`src/rtl/uart_rx_byte_pkg.sv`:
```
// Shared UART definitions: receiver FSM states, frame shape and bit-period helper.
// Also used by the matching transmitter.
package uart_pkg;

  typedef enum logic [2:0] {
    IDLE,
    START,
    DATA,
    STOP,
    WAIT_HIGH
  } uart_state_e;

  localparam int unsigned DATA_BITS = 8;
  localparam int unsigned STOP_BITS = 1;

  // Clocks per serial bit (integer division; callers require a result >= 4).
  function automatic int unsigned uart_tr(input int unsigned f, input int unsigned baud);
    return f / baud;
  endfunction

endpackage

```
`src/rtl/uart_rx_byte_sync2.sv`:
```
// Two-flop synchronizer for an asynchronous single-bit input.
// The reset value is a parameter, so idle-high lines do not see a false edge out of reset.
module sync2 #(
  parameter logic RST_VAL = 1'b1
) (
  input  logic clk,
  input  logic rst,
  input  logic d,
  output logic q
);

  logic meta;

  always_ff @(posedge clk or posedge rst) begin
    if (rst) begin
      meta <= RST_VAL;
      q    <= RST_VAL;
    end else begin
      meta <= d;
      q    <= meta;
    end
  end

endmodule

```
`src/rtl/uart_rx_byte.sv`:
```
// UART 8N1 receiver: emits each good byte on ascii_char with a one-cycle char_valid strobe.
// A frame whose stop bit is low raises frame_error instead and is not forwarded.
module uart_rx_byte
  import uart_pkg::*;
#(
  parameter int unsigned freq         = 200,
  parameter int unsigned UART_RX_BAUD = 20
) (
  input  logic       clk,
  input  logic       rst,
  input  logic       rx,
  output logic [7:0] ascii_char,
  output logic       char_valid,
  output logic       frame_error,
  output logic       busy
);

  localparam int unsigned TR   = uart_tr(freq, UART_RX_BAUD);
  localparam int unsigned HALF = TR / 2;
  localparam int unsigned CW   = (TR > 1) ? $clog2(TR) : 1;

  logic        rx_s;
  uart_state_e state_q, state_d;
  logic [CW-1:0] cnt_q, cnt_d;
  logic [2:0]  idx_q, idx_d;
  logic [7:0]  sh_q, sh_d;
  logic [7:0]  ascii_q, ascii_d;
  logic        cv_q, cv_d;
  logic        fe_q, fe_d;

  sync2 #(.RST_VAL(1'b1)) u_sync (
    .clk (clk),
    .rst (rst),
    .d   (rx),
    .q   (rx_s)
  );

  always_ff @(posedge clk or posedge rst) begin
    if (rst) begin
      state_q <= IDLE;
      cnt_q   <= '0;
      idx_q   <= '0;
      sh_q    <= '0;
      ascii_q <= '0;
      cv_q    <= 1'b0;
      fe_q    <= 1'b0;
    end else begin
      state_q <= state_d;
      cnt_q   <= cnt_d;
      idx_q   <= idx_d;
      sh_q    <= sh_d;
      ascii_q <= ascii_d;
      cv_q    <= cv_d;
      fe_q    <= fe_d;
    end
  end

  always_comb begin
    state_d = state_q;
    cnt_d   = cnt_q;
    idx_d   = idx_q;
    sh_d    = sh_q;
    ascii_d = ascii_q;
    cv_d    = 1'b0;
    fe_d    = 1'b0;
    case (state_q)
      IDLE: begin
        cnt_d = '0;
        idx_d = '0;
        if (!rx_s) state_d = START;
      end
      START: begin
        // A start bit that is high again at mid-bit was a glitch.
        if (cnt_q == CW'(HALF - 1)) begin
          cnt_d   = '0;
          idx_d   = '0;
          state_d = rx_s ? IDLE : DATA;
        end else begin
          cnt_d = cnt_q + CW'(1);
        end
      end
      DATA: begin
        if (cnt_q == CW'(TR - 1)) begin
          cnt_d = '0;
          sh_d  = {rx_s, sh_q[7:1]};
          if (idx_q == 3'(DATA_BITS - 1)) state_d = STOP;
          else idx_d = idx_q + 3'd1;
        end else begin
          cnt_d = cnt_q + CW'(1);
        end
      end
      STOP: begin
        // Sampling at mid stop bit returns to IDLE early enough to catch a back-to-back start edge.
        if (cnt_q == CW'(TR - 1)) begin
          cnt_d = '0;
          if (rx_s) begin
            ascii_d = sh_q;
            cv_d    = 1'b1;
            state_d = IDLE;
          end else begin
            fe_d    = 1'b1;
            state_d = WAIT_HIGH;
          end
        end else begin
          cnt_d = cnt_q + CW'(1);
        end
      end
      WAIT_HIGH: begin
        if (rx_s) state_d = IDLE;
      end
      default: state_d = IDLE;
    endcase
  end

  assign ascii_char  = ascii_q;
  assign char_valid  = cv_q;
  assign frame_error = fe_q;
  assign busy        = (state_q != IDLE);

endmodule

```
`config.mk`:
```
export PLATFORM = sky130hd
export DESIGN_NAME = uart_rx_byte
export DESIGN_NICKNAME = d
export VERILOG_FILES = /design/src/rtl/uart_rx_byte_pkg.sv /design/src/rtl/uart_rx_byte_sync2.sv /design/src/rtl/uart_rx_byte.sv
export SDC_FILE = /design/constraint.sdc
export NUM_CORES = 1
export LEC_CHECK = 0
export ABC_AREA = 1
export ABC_CLOCK_PERIOD_IN_PS = 2020
export BUFFER_PORTS_ARGS = -buffer_cell sky130_fd_sc_hd__buf_2
export CAP_MARGIN = 0
export CORE_ASPECT_RATIO = 0.75
export CORE_MARGIN = 4
export CORE_UTILIZATION = 60
export CTS_BUF_LIST = sky130_fd_sc_hd__clkbuf_4
export CTS_CLUSTER_DIAMETER = 200
export DETAILED_ROUTE_END_ITERATION = 8
export PLACE_DENSITY = 0.79
export SLEW_MARGIN = 20
export SYNTH_ARGS = -nofsm -noshare
export SYNTH_HDL_FRONTEND = slang
export SYNTH_SLANG_ARGS = --single-unit
```
`constraint.sdc`:
```
create_clock -name clk -period 2.02 [get_ports clk]
set_input_delay 0.303 -clock clk [delete_from_list [all_inputs] [get_ports clk]]
set_output_delay 0.303 -clock clk [all_outputs]
set_load 0.1 [all_outputs]
```
# Word-level counts from Yosys, hierarchy flattened
# Cells that the tools add are included.
# classes
n_lt_le_gt_ge	0
div	0
mux	22
bitwise_logic	0
addsub	2
shifts	0
multipliers	0
reduce_logical	9
eq_ne	14
# op_table
operator	count
$mux 3	10
$pmux 3 s5	1
$ne 2x2->1 const B	6
$pmux 4 s3	1
$pmux 3 s3	1
$reduce_bool 3->1	3
$mux 4	2
$eq 3x2->1 const B	2
$eq 3x3->1 const B	2
$mux 1	6
$reduce_and 6->1	1
$add 4x1->4 const B	1
$eq 4x3->1 const B	1
$eq 4x4->1 const B	1
$reduce_and 4->1	1
$add 3x1->3 const B	1
$eq 3x1->1 const B	1
$logic_not 3->1	1
$reduce_and 3->1	1
$mux 2	1
$ne 2x1->1 const B	1
$reduce_and 2->1	1
$reduce_or 2->1	1
# word_totals
out_inout_bits	11
n_memories	0
latch_bits	0
mem_bits_rw	0
register_bits	30
mem_bits_ro	0

# Logic depth before layout (Yosys ltp)
# depth
ltp_word	4
mapped_depth	8

# By module
# From an unflattened synthesis, not the netlist that was laid out.
# unflattened
cells_unflattened	158
area_unflattened_um2	1461.4
# modules_own_cells
module	area_per_inst_um2	n_inst	seq_area_each_um2	cells_per_inst
uart_rx_byte	1405.1	1	700.7	155
sync2	56.3	1	52.6	3

# Least setup slack after synthesis
# No wires, ideal clock.
# synth_path
path_kind	register to output
from	reg state_q[2]
to	out busy
arrival_ns	1.198
path_stages_with_launch	3
setup_slack_ns	0.519
path_buffers	0
path_cell_list	dfrtp_1 -> inv_2 -> nand2_1
# synth_via
elab_chain_cells	1
# synth_rtl
item	line_no	text
start: declaration	uart_rx_byte.sv:23	uart_state_e state_q, state_d;
start signal: assignment	uart_rx_byte.sv:48	state_q <= state_d;
$reduce_bool 3->1	uart_rx_byte.sv:118	assign busy = (state_q != IDLE);
end: declaration	uart_rx_byte.sv:15	output logic busy
# No other way between the ends.

# Worst setup path after layout
# Same ends and word-level chain as after synthesis.

==> flow_metrics.tcl <==
set metrics [dict create \
    clock_skew_ns 0.006444 \
    critPathKind "reg2out" \
    grt_use_total_pct 17.42 \
    drcViolationCount 0 \
    r2r_cells 7 \
    crit_arrival_ns 1.50 \
    grt_max_degree 31 \
    final_max_slew_viol_count 0 \
    end_kind "output port" \
    cts_inserted_buffers 5 \
    drtIter0Drc 54 \
    area_growth_pct 10.16 \
    synthCells 153 \
    pin_count 14 \
    hold_path.class "in2async" \
    fp.dieH_um 50.43 \
    ant_nets 0 \
    final_nets 180 \
    reg2reg_to "ascii_char[7]" \
    irDropWorstVdd_mv 0.4787 \
    final.setup.tns_ns 0 \
    routed_wl_um 2357 \
    cts-hold-fix-buffers 0 \
    cts_tree "yes" \
    fin_crit_ns 1.808 \
    clk_pin_slew_ns 0.09 \
    grt_overflow_total 0 \
    antenna_found_initial 0 \
    wl_per_cell_um 11.39 \
    fp-row-count 15 \
    grt_pass1_vias 978 \
    final.fill_count 201 \
    reg2reg_slack_ns 0.29 \
    start_kind "register" \
    vias_per_cell 4.807 \
    start_util_pct 62.90 \
    htreeDepth 2 \
    coreArea_mm2 0.002290 \
    postCtsSetupRepairBufs 0 \
    rr_startpoint "cnt_q[1]" \
    rsz0062_at_grt "no" \
    ys_ff_latch 30 \
    outcome "finished, final reports clean" \
    synth_top_area_share_pct 48.65 \
    tightest_slew_ns 0.4871 \
    max_cap_viol_count 0 \
    setup_viol 0 \
    leakage_uw 0.0008270 \
    crit_fanout 10 \
    ctsResizeCount 0 \
    place_congestion 0.8853 \
    fin_ws_ns 0.2121 \
    mostFrequentLayoutCell "nand2_1" \
    drive_gt1_share_pct 30.06 \
    diodes 0 \
    relSlewSlack_pct 67.75 \
    netlist-cell-type-count 21 \
    dp_hpwl_um 1738 \
    synth_area_mm2 0.001440 \
    final_cell_mix "nand2_1, dfrtp_1, inv_1" \
    num_vias 995 \
    clkLatencyLatePin_ns 0.32 \
    yosys_warnings 0 \
    p_per_area_mw_per_mm2 966.6 \
    grt_pass1_wl_um 4236 \
    total_power_uw 1534 \
    post-route-period-util_pct 89.50 \
    synthesis.area_per_instance_um2 9.413 \
    ys_top_cells_by_area "dfrtp_1, nand2_1, o21ai_2" \
    synthesis.nets 161 \
    critPathRequiredTime_ns 1.72 \
    numClockSinks 30 \
    finalCoreUtilization_pct 69.29 \
    clock_path_buffers 2 \
    die_w_um 64.57 \
    port_buffers 13 \
    ys_seq_area_share_pct 52.30 \
    dieArea_mm2 0.003256 \
    synth_top_cell_by_area "dfrtp_1" \
    pre_cts_ws_ns 0.2840 \
    dr.pass1.iters 4 \
    clock-root-buffer "clkbuf_4" \
    fmax_ghz 0.5531 \
    hold_viol 0 \
]
report_power, final:
part           switching [uW]  internal [uW]  leakage, uW
Sequential               65.2            652     0.000408
Clock                     194            144    0.0000331
Combinational             340            138     0.000386
sequential cells by signal, summed over array words and instances (netlist names):
signal and cells:
cnt_q 4, idx_q 3, ascii_char 8, frame_error 1
u_sync.meta 1, sh_q 8, u_sync.q 1, state_q 3
char_valid 1
stage by stage:
stage | area, um2 | hold slack (ns) | std cells
after floorplan | 1440 | 0.3075 | 153
after global placement | 1533 | 0.3471 | 199
after detailed placement | 1533 | 0.3478 | 199
after CTS | 1587 | 0.04418 | 207
after global routing | 1587 | 0.05531 | 207
final | 1587 | 0.03151 | 207
synthesized netlist by cell type, drive strengths merged:
cell,n
ha,5
dfstp,2
or2,1
buf,2
inv,21
nor2,9
o21bai,1
nand3,13
a21oi,1
nand2,44
xor2,2
dfrtp,28
o21ai,24
worst max-delay path: stages (launching register included):
cell and delay (ns):
dfrtp_1 0.52, inv_2 0.15, nand2_1 0.09, buf_2 0.42
cells by family (layout without fill, tap and decap cells):
| logic type | Yosys count | after routing | synth area share [%] |
|---|---|---|---|
| flip-flops | 30 | 30 | 52.30 |
| buffers and inverters | 23 | 43 | 7.038 |
| adder cells (fa/ha/maj) | 5 | 5 | 4.344 |
| AO/OA/AOI/OAI | 26 | 26 | 13.38 |
| XOR/XNOR | 2 | 2 | 1.217 |
| AND/OR/NAND/NOR | 67 | 67 | 21.72 |
final cells by class:
type / instances / area (um2) / share of cell area (%)
clock inverter: 2 / 8.758 / 0.5521
tap: 34 / 42.54 / 2.681
multi-input combinational: 100 / 585.6 / 36.91
clock buffer: 6 / 45.04 / 2.839
timing repair buffer: 14 / 72.57 / 4.574
sequential: 30 / 753.2 / 47.48
inverter: 21 / 78.83 / 4.968
worst max-delay path by stage:
stage / slack [ns] / cells past startpoint / endpoint / from
global route: 0.12 / 7 / ascii_char[7] / cnt_q[1]
CTS: 0.22 / 3 / busy / state_q[2]
global placement: 0.39 / 7 / ascii_char[6] / cnt_q[1]
floorplan: 0.52 / 2 / busy / state_q[2]
detailed placement: 0.28 / 7 / ascii_char[7] / cnt_q[1]
finish: 0.21 / 3 / busy / state_q[2]
per-layer routing:
layer | routed length [um] | track usage (%)
met1 | 1187 | 22.64
met3 | 120 | 8.054
met4 | 14 | 6.667
met5 | 0 | 0
met2 | 1035 | 25.34
Power figures use the tool's default switching activity.
